### config.mk
export PLATFORM = sky130hd
export DESIGN_NAME = button_conditioner_flat
export DESIGN_NICKNAME = d
export VERILOG_FILES = /design/src/rtl/clock_pkg.sv /design/src/rtl/button_conditioner_if.sv /design/src/rtl/button_conditioner_chk.sv /design/src/rtl/debounce_filter.sv /design/src/rtl/button_conditioner.sv /design/src/flat_wrapper.sv
export SDC_FILE = /design/constraint.sdc
export NUM_CORES = 1
export LEC_CHECK = 0
export ABC_CLOCK_PERIOD_IN_PS = 3200
export BUFFER_PORTS_ARGS = -buffer_cell sky130_fd_sc_hd__buf_4
export CAP_MARGIN = 40
export CORE_ASPECT_RATIO = 1.2
export CORE_MARGIN = 5
export CORE_UTILIZATION = 55
export CTS_CLUSTER_DIAMETER = 50
export DETAILED_ROUTE_END_ITERATION = 16
export PLACE_DENSITY = 0.74
export SETUP_SLACK_MARGIN = 0.2
export SLEW_MARGIN = 20
export SYNTH_ARGS = -nofsm -noshare
export SYNTH_HDL_FRONTEND = slang
export SYNTH_SLANG_ARGS = --single-unit
### constraint.sdc
create_clock -name CLK100MHZ -period 3.2 [get_ports CLK100MHZ]
set_clock_uncertainty 0.05 [all_clocks]
set_input_delay 0.32 -clock CLK100MHZ [delete_from_list [all_inputs] [get_ports CLK100MHZ]]
set_output_delay 0.32 -clock CLK100MHZ [all_outputs]
set_load 0.02 [all_outputs]
### src/rtl/clock_pkg.sv
// -----------------------------------------------------------------------------
// clock_pkg
// Shared definitions for the wall-clock slice: the button conditioner state
// encoding, default timing constants at 100 MHz, and a counter-width helper.
// Also imported by the wall clock and the display driver.
// -----------------------------------------------------------------------------
package clock_pkg;

   // Button conditioner FSM states
   typedef enum logic [1:0] {
      ST_IDLE        = 2'd0,
      ST_HELD_DELAY  = 2'd1,
      ST_HELD_REPEAT = 2'd2
   } btn_state_e;

   // Default timing constants, in 100 MHz clock cycles
   localparam int DEF_DEBOUNCE_CYCLES     = 1000000;   // 10 ms
   localparam int DEF_REPEAT_DELAY_CYCLES = 50000000;  // 0.5 s
   localparam int DEF_REPEAT_RATE_CYCLES  = 20000000;  // 0.2 s

   // Counter width for a count limit: one spare bit so the counter can
   // never wrap while it is compared against its limit.
   function automatic int cnt_width(input int cycles);
      return $clog2(cycles) + 1;
   endfunction

   // Larger of two widths, used when one counter serves two limits
   function automatic int max_width(input int a, input int b);
      return (a > b) ? a : b;
   endfunction

endpackage

### src/rtl/button_conditioner_if.sv
// -----------------------------------------------------------------------------
// button_conditioner_if
// Groups the button conditioner's functional signals.
//   btn_in        raw push-button level (1 = pressed), asynchronous
//   repeat_en     auto-repeat enable, sampled every cycle
//   pressed       debounced button level
//   press_pulse   one-cycle strobe on press and on each auto-repeat
//   release_pulse one-cycle strobe on release
//   long_hold     high from the first auto-repeat point until release
// master: the side that owns the button (drives btn_in / repeat_en)
// slave : the conditioner itself
// -----------------------------------------------------------------------------
interface button_conditioner_if;

   logic btn_in;
   logic repeat_en;
   logic pressed;
   logic press_pulse;
   logic release_pulse;
   logic long_hold;

   modport master (
      output btn_in,
      output repeat_en,
      input  pressed,
      input  press_pulse,
      input  release_pulse,
      input  long_hold
   );

   modport slave (
      input  btn_in,
      input  repeat_en,
      output pressed,
      output press_pulse,
      output release_pulse,
      output long_hold
   );

endinterface

### src/rtl/button_conditioner_chk.sv
// -----------------------------------------------------------------------------
// button_conditioner_chk
// Simulation-only property checks on the conditioner outputs.
//   CLK100MHZ, reset                 clock and synchronous reset
//   pressed, press_pulse,
//   release_pulse, long_hold         observed conditioner outputs
// Contains no logic; synthesis ignores the assertions.
// -----------------------------------------------------------------------------
module button_conditioner_chk (
   input logic CLK100MHZ,
   input logic reset,
   input logic pressed,
   input logic press_pulse,
   input logic release_pulse,
   input logic long_hold
);

   // A press strobe and a release strobe never coincide
   a_pulse_exclusive : assert property (@(posedge CLK100MHZ) disable iff (reset)
      !(press_pulse && release_pulse));

   // Each strobe lasts exactly one cycle
   a_press_one_cycle : assert property (@(posedge CLK100MHZ) disable iff (reset)
      press_pulse |=> !press_pulse);

   a_release_one_cycle : assert property (@(posedge CLK100MHZ) disable iff (reset)
      release_pulse |=> !release_pulse);

   // A long hold only exists while the button is accepted as pressed
   a_long_hold_pressed : assert property (@(posedge CLK100MHZ) disable iff (reset)
      long_hold |-> pressed);

   // A press strobe always accompanies a pressed level
   a_press_pressed : assert property (@(posedge CLK100MHZ) disable iff (reset)
      press_pulse |-> pressed);

endmodule

### src/rtl/debounce_filter.sv
// -----------------------------------------------------------------------------
// debounce_filter
// Two-flop synchronizer followed by a stable-sample debounce counter.
//   CLK100MHZ  in   system clock
//   reset      in   synchronous active-high reset
//   btn_in     in   raw asynchronous button level
//   pressed    out  debounced level (registered)
//   rise_evt   out  pressed will go 0->1 on the next edge
//   fall_evt   out  pressed will go 1->0 on the next edge
// The event outputs are look-ahead strobes so the parent can register its
// press/release pulses on the same edge that pressed changes.
// -----------------------------------------------------------------------------
module debounce_filter
   import clock_pkg::*;
#(
   parameter int DEBOUNCE_CYCLES = DEF_DEBOUNCE_CYCLES
) (
   input  logic CLK100MHZ,
   input  logic reset,
   input  logic btn_in,
   output logic pressed,
   output logic rise_evt,
   output logic fall_evt
);

   localparam int            CW      = cnt_width(DEBOUNCE_CYCLES);
   localparam logic [CW-1:0] DB_LAST = CW'(DEBOUNCE_CYCLES - 1);
   localparam logic [CW-1:0] DB_ONE  = CW'(1);

   logic          sync1_r;
   logic          sync2_r;
   logic          pressed_r;
   logic [CW-1:0] db_cnt_r;
   logic          differ_s;
   logic          toggle_s;

   // Change detect and acceptance: the level flips once the counter has seen
   // DEBOUNCE_CYCLES consecutive differing samples.
   always_comb begin
      differ_s = sync2_r ^ pressed_r;
      toggle_s = differ_s && (db_cnt_r == DB_LAST);
   end

   // Synchronizer, debounce counter and accepted level
   always_ff @(posedge CLK100MHZ) begin
      if (reset) begin
         sync1_r   <= 1'b0;
         sync2_r   <= 1'b0;
         pressed_r <= 1'b0;
         db_cnt_r  <= '0;
      end else begin
         sync1_r <= btn_in;
         sync2_r <= sync1_r;
         if (toggle_s) begin
            pressed_r <= ~pressed_r;
            db_cnt_r  <= '0;
         end else if (differ_s) begin
            // Cannot wrap: acceptance at DB_LAST clears it first
            db_cnt_r <= db_cnt_r + DB_ONE;
         end else begin
            db_cnt_r <= '0;
         end
      end
   end

   assign pressed  = pressed_r;
   assign rise_evt = toggle_s & ~pressed_r;
   assign fall_evt = toggle_s &  pressed_r;

endmodule

### src/rtl/button_conditioner.sv
// -----------------------------------------------------------------------------
// button_conditioner
// Debounces a push button and generates press / auto-repeat / release strobes
// for the wall-clock set buttons.
//   CLK100MHZ  in   system clock, all logic on the rising edge
//   reset      in   synchronous active-high reset
//   bus        slave modport of button_conditioner_if:
//                btn_in, repeat_en in; pressed, press_pulse, release_pulse,
//                long_hold out (all outputs registered)
// Parameters (in clock cycles): DEBOUNCE_CYCLES, REPEAT_DELAY_CYCLES,
// REPEAT_RATE_CYCLES.
// -----------------------------------------------------------------------------
module button_conditioner
   import clock_pkg::*;
#(
   parameter int DEBOUNCE_CYCLES     = DEF_DEBOUNCE_CYCLES,
   parameter int REPEAT_DELAY_CYCLES = DEF_REPEAT_DELAY_CYCLES,
   parameter int REPEAT_RATE_CYCLES  = DEF_REPEAT_RATE_CYCLES
) (
   input  logic                  CLK100MHZ,
   input  logic                  reset,
   button_conditioner_if.slave   bus
);

   // One hold counter serves both the initial delay and the repeat spacing
   localparam int            HW         = max_width(cnt_width(REPEAT_DELAY_CYCLES),
                                                    cnt_width(REPEAT_RATE_CYCLES));
   localparam logic [HW-1:0] DELAY_LAST = HW'(REPEAT_DELAY_CYCLES - 1);
   localparam logic [HW-1:0] RATE_LAST  = HW'(REPEAT_RATE_CYCLES - 1);
   localparam logic [HW-1:0] HOLD_ONE   = HW'(1);

   logic          pressed_s;
   logic          rise_evt_s;
   logic          fall_evt_s;

   btn_state_e    state_r;
   btn_state_e    state_s;
   logic [HW-1:0] hold_cnt_r;
   logic [HW-1:0] hold_cnt_s;
   logic          press_pulse_r;
   logic          press_pulse_s;
   logic          release_pulse_r;
   logic          release_pulse_s;
   logic          long_hold_r;
   logic          long_hold_s;

   debounce_filter #(
      .DEBOUNCE_CYCLES (DEBOUNCE_CYCLES)
   ) u_debounce (
      .CLK100MHZ (CLK100MHZ),
      .reset     (reset),
      .btn_in    (bus.btn_in),
      .pressed   (pressed_s),
      .rise_evt  (rise_evt_s),
      .fall_evt  (fall_evt_s)
   );

   // Next-state and next-output logic. The hold counter value in a cycle is
   // the number of cycles since the last strobe, so a limit of N fires the
   // next strobe N cycles after the previous one. A release always wins over
   // a coinciding repeat point.
   always_comb begin
      state_s         = state_r;
      hold_cnt_s      = hold_cnt_r;
      press_pulse_s   = 1'b0;
      release_pulse_s = 1'b0;
      long_hold_s     = long_hold_r;

      if (fall_evt_s) begin
         state_s         = ST_IDLE;
         hold_cnt_s      = '0;
         release_pulse_s = 1'b1;
         long_hold_s     = 1'b0;
      end else begin
         case (state_r)
            ST_IDLE: begin
               hold_cnt_s  = '0;
               long_hold_s = 1'b0;
               if (rise_evt_s) begin
                  state_s       = ST_HELD_DELAY;
                  press_pulse_s = 1'b1;
               end else begin
                  state_s = ST_IDLE;
               end
            end

            ST_HELD_DELAY: begin
               if (hold_cnt_r >= DELAY_LAST) begin
                  long_hold_s = 1'b1;
                  if (bus.repeat_en) begin
                     state_s       = ST_HELD_REPEAT;
                     press_pulse_s = 1'b1;
                     hold_cnt_s    = '0;
                  end else begin
                     // Saturate at the delay point; the first repeat fires
                     // as soon as repeat_en is raised.
                     hold_cnt_s = DELAY_LAST;
                  end
               end else begin
                  hold_cnt_s = hold_cnt_r + HOLD_ONE;
               end
            end

            ST_HELD_REPEAT: begin
               if (bus.repeat_en) begin
                  if (hold_cnt_r >= RATE_LAST) begin
                     press_pulse_s = 1'b1;
                     hold_cnt_s    = '0;
                  end else begin
                     hold_cnt_s = hold_cnt_r + HOLD_ONE;
                  end
               end else begin
                  // Paused: counter frozen, repeat resumes where it left off
                  hold_cnt_s = hold_cnt_r;
               end
            end

            default: begin
               state_s     = ST_IDLE;
               hold_cnt_s  = '0;
               long_hold_s = 1'b0;
            end
         endcase
      end
   end

   // State, hold counter and registered strobes
   always_ff @(posedge CLK100MHZ) begin
      if (reset) begin
         state_r         <= ST_IDLE;
         hold_cnt_r      <= '0;
         press_pulse_r   <= 1'b0;
         release_pulse_r <= 1'b0;
         long_hold_r     <= 1'b0;
      end else begin
         state_r         <= state_s;
         hold_cnt_r      <= hold_cnt_s;
         press_pulse_r   <= press_pulse_s;
         release_pulse_r <= release_pulse_s;
         long_hold_r     <= long_hold_s;
      end
   end

   assign bus.pressed       = pressed_s;
   assign bus.press_pulse   = press_pulse_r;
   assign bus.release_pulse = release_pulse_r;
   assign bus.long_hold     = long_hold_r;

   button_conditioner_chk u_chk (
      .CLK100MHZ     (CLK100MHZ),
      .reset         (reset),
      .pressed       (pressed_s),
      .press_pulse   (press_pulse_r),
      .release_pulse (release_pulse_r),
      .long_hold     (long_hold_r)
   );

endmodule

### src/flat_wrapper.sv
// flat-port wrapper written by rule: the top's interface ports become plain ports
module button_conditioner_flat import clock_pkg::*;
#(
   parameter int DEBOUNCE_CYCLES     = DEF_DEBOUNCE_CYCLES,
   parameter int REPEAT_DELAY_CYCLES = DEF_REPEAT_DELAY_CYCLES,
   parameter int REPEAT_RATE_CYCLES  = DEF_REPEAT_RATE_CYCLES
)
  (CLK100MHZ, reset, bus_btn_in, bus_repeat_en, bus_pressed, bus_press_pulse, bus_release_pulse, bus_long_hold);
  button_conditioner_if bus_i ();
  input  logic CLK100MHZ;
  input  logic reset;
  input wire logic [$bits(bus_i.btn_in)-1:0] bus_btn_in;
  input wire logic [$bits(bus_i.repeat_en)-1:0] bus_repeat_en;
  output wire logic [$bits(bus_i.pressed)-1:0] bus_pressed;
  output wire logic [$bits(bus_i.press_pulse)-1:0] bus_press_pulse;
  output wire logic [$bits(bus_i.release_pulse)-1:0] bus_release_pulse;
  output wire logic [$bits(bus_i.long_hold)-1:0] bus_long_hold;
  assign bus_i.btn_in = bus_btn_in;
  assign bus_i.repeat_en = bus_repeat_en;
  assign bus_pressed = bus_i.pressed;
  assign bus_press_pulse = bus_i.press_pulse;
  assign bus_release_pulse = bus_i.release_pulse;
  assign bus_long_hold = bus_i.long_hold;
  button_conditioner #(.DEBOUNCE_CYCLES(DEBOUNCE_CYCLES), .REPEAT_DELAY_CYCLES(REPEAT_DELAY_CYCLES), .REPEAT_RATE_CYCLES(REPEAT_RATE_CYCLES)) u_core (.CLK100MHZ(CLK100MHZ), .reset(reset), .bus(bus_i));
endmodule
==> results of run 1 <==
[final cells by class]
type	count	area [sq um]
Fill cell	508	2280
Multi-Input combinational cell	284	1840
Sequential cell	56	1120
Timing Repair Buffer	13	97.6
Tap cell	64	80.1
Inverter	19	71.3
Clock buffer	5	68.8
Clock inverter	1	30.0
[synthesized netlist by cell type, drive strengths merged (2+ instances only)]
master	instances	area [sq um]
dfxtp	56	1120
nor2	47	176
nand2	28	105
nand3	23	128
nor3	20	100
inv	19	71.3
nand4	18	113
xnor2	17	149
xor2	14	123
a21oi	10	57.6
buf	10	58.8
a31oi	8	50.1
nor4	8	71.3
a32oi	7	61.3
clkbuf	7	26.3
o21ai	7	35.0
ha	6	75.1
o211ai	6	45.0
and2	5	31.3
and3	5	31.3
and4	5	43.8
or2	5	31.3
o311ai	4	35.0
or4	4	30.0
a211oi	3	27.5
a22o	3	26.3
nor2b	3	18.8
o22ai	3	18.8
or3	3	18.8
a221oi	2	17.5
mux2	2	22.5
o2111ai	2	17.5
o31ai	2	15.0
o41ai	2	43.8
or4b	2	23.8
[power groups by stage]
| stage | Sequential, mW | Clock, mW | Combinational (mW) |
|---|---|---|---|
| global placement | 0.715 | 0 | 0.0177 |
| finish | 0.698 | 0.443 | 0.0181 |
| floorplan | 0.715 | 0 | 0.0108 |
| CTS | 0.699 | 0.455 | 0.0180 |
| global route | 0.699 | 0.481 | 0.0197 |
| detailed placement | 0.715 | 0 | 0.0180 |
[per-stage QoR]
stage          area (sq um)  std cells
3_5_place_dp           3210        436
2_1_floorplan          3110        376
6_report               3310        442
5_1_grt                3310        442
4_1_cts                3310        442
3_3_place_gp           3210        436
[worst reg2reg max path: cells and delay by family (launching register included)]
family | cells | cell delay [ps]
buffers and inverters | 1 | 80
AO/OA/AOI/OAI | 1 | 250
AND/OR/NAND/NOR | 4 | 1380
flip-flops | 1 | 410
adder cells (fa/ha/maj) | 1 | 270
[state kept, by name (all words and copies together) (netlist names)]
name	count
u_core.hold_cnt_r	27
u_core.u_debounce.db_cnt_r	21
u_core.state_r	2
u_core.bus.long_hold	1
u_core.bus.press_pulse	1
u_core.bus.release_pulse	1
u_core.u_debounce.pressed	1
u_core.u_debounce.sync1_r	1
u_core.u_debounce.sync2_r	1
[final timing paths]
check / endpoint / slack [ps] / cells after the start
min: u_core.u_debounce.pressed / 150 / 2
max reg2reg: u_core.hold_cnt_r[4] / 660 / 7
min reg2reg: u_core.u_debounce.sync2_r / 410 / 1
max: u_core.hold_cnt_r[4] / 660 / 7
[routing by layer]
layer  track usage  routed length [microns]  up-vias
met4        0.0948                      194        0
met1         0.236                     2990     1287
li1              -                        -     1381
met2         0.376                     3610       77
met5             0                        0        -
met3        0.0389                      300       22
[logic make-up (layout without fill, tap and decap cells)]
family / Yosys count / count (layout) / synth area share
compound gates: 65 / 65 / 0.163
fa+ha+maj: 6 / 6 / 0.0241
flops: 56 / 56 / 0.360
buf+inv: 36 / 38 / 0.0503
mux: 2 / 2 / 0.00724
xor+xnor: 31 / 31 / 0.0873
simple gates: 180 / 180 / 0.308
==> results.txt, run 1 <==
Nets: 389
Sw frac: 0.199
Fin. Hold Viols: 0
Most frequent cells in the layout: dfxtp_1 (56), nor2_1 (46), nand2_1 (28)
Syn_nets: 386
Hold_ws: 149 ps
CTS tree: built
GPL Wtd Cong: 0.944
Startpoint types: flip-flop
Syn Inst Count: 376
Initial Utilization: 0.556
Detailed Route WL: 7100 microns
# port buffers: 7
Clk Tree Root Cell: clkbuf_8
Final worst slack: 657 ps
Global Route Usage Sum: 0.209
Dpl ws: 731 ps
Flops & latches, synth: 56
CTS Hold Buffers Added: 0
Sequential share of power: 0.602
Sw Pwr: 0.231 mW
Largest net degree at the start of global routing: 22
Htree depth: 2
Crit path max-delay family: simple AND/OR/NAND/NOR gates
Worst slew margin: 0.464
Mapped cell area: 0.00311 sq mm
Fmax: 0.393 GHz
Worst skew pair latency: 300 ps
RSZ-0062 raised after global routing: no
Crit-path most repeated cell: nand2_1
DRT iter0 DRCs: 156
DP Wirelength: 5210 microns
ANT cells: 0
Post-synth EDFFs: 0
Post-route DRC: 0
CTS Buffer Depth: 2
Leading cell type in the layout, fill and taps excluded: dfxtp_1
Post-CTS Setup Inserts: 0
Core ar.: 0.00559 sq mm
Synthesized area per cell: 8.27 sq um
Biggest cell delay along the critical path: 500 ps
Area grow syn2layout: 6.48%
Fraction of the yosys area taken by sequential cells: 0.360
Critical-path cell list: inv_1 > ha_1 > nand2_1 > nand2_1 > nor3_1 > nand2_1 > o311ai_0
Comb pwr share: 0.016
Total I/O pin count: 8
Die width: 78.7 microns
Final Power: 1.16 mW
Clk sinks: 56
Die Ht: 92.4 microns
Pint: 0.929 mW
Leak pwr: 1.04 nW
Floorplan row count: 30
Final ANT Viol Nets: 0
Endpoint type of the worst setup path: flip-flop
Worst path buffer plus inverter count: 1
Crit. Startpoint: u_core.state_r[0]
Top FF cell, synth: dfxtp_1
Status: completed
Crit-path max FO: 12
Resize count post-CTS: 0
WL per Instance: 16.1 microns
Reg clk slew, reported paths: 100 ps
HP Class: in -> reg
Final setup vio count: 0
CTS Buf Count: 5
GR Overflow Total: 0
Fin crit period: 2540 ps
Netlist cell types: 56
Crit-path slowest cell: nor3_1
Vias: 2,767
Antenna violations before repair: 0
CP required: 3350 ps
Crit path arrival time: 2690 ps
Final setup TNS: 0 ps
Final core occ: 0.592
Share of total power in the clock network: 0.382
Max Slew Vio Count: 0
Tcrit/Tclk final: 0.795
DR pass1 iterations: 5
RR Startpoint: u_core.state_r[0]
Vias per cell: 6.26
Die Area: 0.00727 sq mm
Post-synthesis async set-or-reset flop share: 0
Pwr dens: 350 mW/mm^2
Layout cells sized above 1: 0.101
Hold Crit Start: reset
Vias in the first global route: 2,705
Critical path type: reg -> reg
Global-route wire length before repair: 12,200 microns
Worst Max-Slew Pin Slew: 804 ps
YS warnings: 0
Max-Cap Viols: 0
Worst VDD drop: 0.205 mV
No activity file was read; power rests on OpenSTA's default activity.
==> inputs of run 2 (changes only) <==
Settings changed: ABC_CLOCK_PERIOD_IN_PS 3200 to 2500.
Clock period 3.2 ns to 2.5 ns, I/O delays scaled along.
==> results.txt, run 2 (synthesis results as in run 1) <==
Status: completed
Clk sinks: 56 (unchanged)
Nets: 413 (+6.2%)
Fin. Hold Viols: 0 (unchanged)
Largest regs: u_core.hold_cnt_r: 27 flops, u_core.u_debounce.db_cnt_r: 21 flops, u_core.state_r: 2 flops
Global-route wire length before repair: 12,800 microns (+4.2%)
Biggest cell delay along the critical path: 590 ps (+90 ps)
Worst path buffer plus inverter count: 1 (unchanged)
Detailed Route WL: 7950 microns (+12%)
Max Slew Vio Count: 0 (unchanged)
Die width: 78.7 microns (unchanged)
Crit-path max FO: 9 (-3)
CTS Buf Count: 5 (unchanged)
DP Wirelength: 5690 microns (+9.2%)
HP Class: in -> reg
Layout cells sized above 1: 0.201 (+0.100)
Final ANT Viol Nets: 0 (unchanged)
Worst VDD drop: 0.238 mV (+16%)
Tcrit/Tclk final: 0.909 (+0.114)
Clk Tree Root Cell: clkbuf_8
Reg clk slew, reported paths: 100 ps (about the same)
Max FFs per register: 27 (unchanged)
Die Ht: 92.4 microns (unchanged)
Critical path type: reg -> reg
Die Area: 0.00727 sq mm (unchanged)
Most frequent cells in the layout: dfxtp_1 (48), nor2_1 (46), buf_4 (35)
CTS tree: built
Antenna violations before repair: 0 (unchanged)
WL per Instance: 17.0 microns (+6.1%)
Initial Utilization: 0.556 (unchanged)
Vias in the first global route: 2,850 (+5.4%)
Vias: 2,963 (+7.1%)
Crit path arrival time: 2460 ps (-230 ps)
Htree depth: 2 (unchanged)
GPL Wtd Cong: 0.918 (-2.7%)
CTS Hold Buffers Added: 0 (unchanged)
Final setup vio count: 0 (unchanged)
Leading cell type in the layout, fill and taps excluded: dfxtp_1
Critical-path cell list: nand3_4 > buf_4 > or4_1 > or3_1 > o21ai_0 > a32oi_1 > a21oi_1
ANT cells: 0 (unchanged)
Leak pwr: 1.22 nW (+18%)
GR Overflow Total: 0 (unchanged)
Crit-path slowest cell: or4_1
Worst slew margin: 0.455 (-0.00829)
CP required: 2690 ps (-660 ps)
Fill count: 467 (-8.1%)
Final setup TNS: 0 ps (unchanged)
Final Power: 1.41 mW (+21%)
Worst skew pair latency: 310 ps (about the same)
Startpoint types: flip-flop
Most flop-heavy register: u_core.hold_cnt_r
Fmax: 0.440 GHz (+12%)
Total I/O pin count: 8 (unchanged)
Fin crit period: 2270 ps (-271 ps)
RSZ-0062 raised after global routing: yes
Global Route Usage Sum: 0.214 (+0.00537)
DR pass1 iterations: 5 (unchanged)
Floorplan row count: 30 (unchanged)
Core ar.: 0.00559 sq mm (unchanged)
Pwr dens: 390 mW/mm^2 (+11%)
Worst Max-Slew Pin Slew: 816 ps (+12.4 ps)
Max-Cap Viols: 0 (unchanged)
Vias per cell: 6.34 (+1.4%)
Crit path max-delay family: simple AND/OR/NAND/NOR gates
Area grow syn2layout: 16.0%
Post-route DRC: 0 (unchanged)
CTS Buffer Depth: 2 (unchanged)
Largest net degree at the start of global routing: 25 (+14%)
DRT iter0 DRCs: 139 (-11%)
Endpoint type of the worst setup path: flip-flop
# port buffers: 7 (unchanged)
==> run 2: area by class of cell <==
cell class              instances  area [sq um]  share of cell area
multi-input cells             284          1950               0.540
clock buffers                   5          68.8              0.0191
well taps                      64          80.1              0.0222
inverters                      19          71.3              0.0198
repair buffers                 37           294              0.0815
clock inverters                 2          12.5             0.00347
flip-flops and latches         56          1130               0.314
==> run 2: repair_timing <==
action                                  CTS  global route
cloned                                    0             0
hold endpoints to repair                  0             0
endpoints found under the setup margin    8            43
pin swaps                                 2             5
gates resized for setup                   4            22
setup buffers                             0             4
==> run 2: per-layer routing <==
layer / track usage / share of wire
met1: 0.240 / 0.40
met2: 0.396 / 0.52
met3: 0.0399 / 0.047
met4: 0.0816 / 0.036
met5: 0 / 0
==> run 2: per-stage QoR <==
stage               setup WS [ps]  instances   util  cell area [sq um]  hold slack, ps
floorplan                     286        376      -               3110             272
finish                        228        467  0.645               3610            71.8
global placement              261        456  0.603               3370             371
CTS                           201        463  0.622               3480            76.5
global route                  161        467  0.645               3610            74.5
detailed placement            160        456  0.604               3380             389
==> run 2: report_power, final <==
part           total [mW]  switching [mW]  internal, mW
logic              0.0287          0.0167        0.0120
registers           0.893         0.00101         0.892
clock network       0.485           0.295         0.191
total                1.41           0.312          1.09
==> run 2: worst paths after layout <==
kind                             start                        end  slack, ps  depth (start not counted)
max               u_core.hold_cnt_r[6]      u_core.hold_cnt_r[25]        230                          7
min reg2reg  u_core.u_debounce.sync1_r  u_core.u_debounce.sync2_r        410                          1
max reg2reg       u_core.hold_cnt_r[6]      u_core.hold_cnt_r[25]        230                          7
min                              reset  u_core.u_debounce.pressed         70                          2
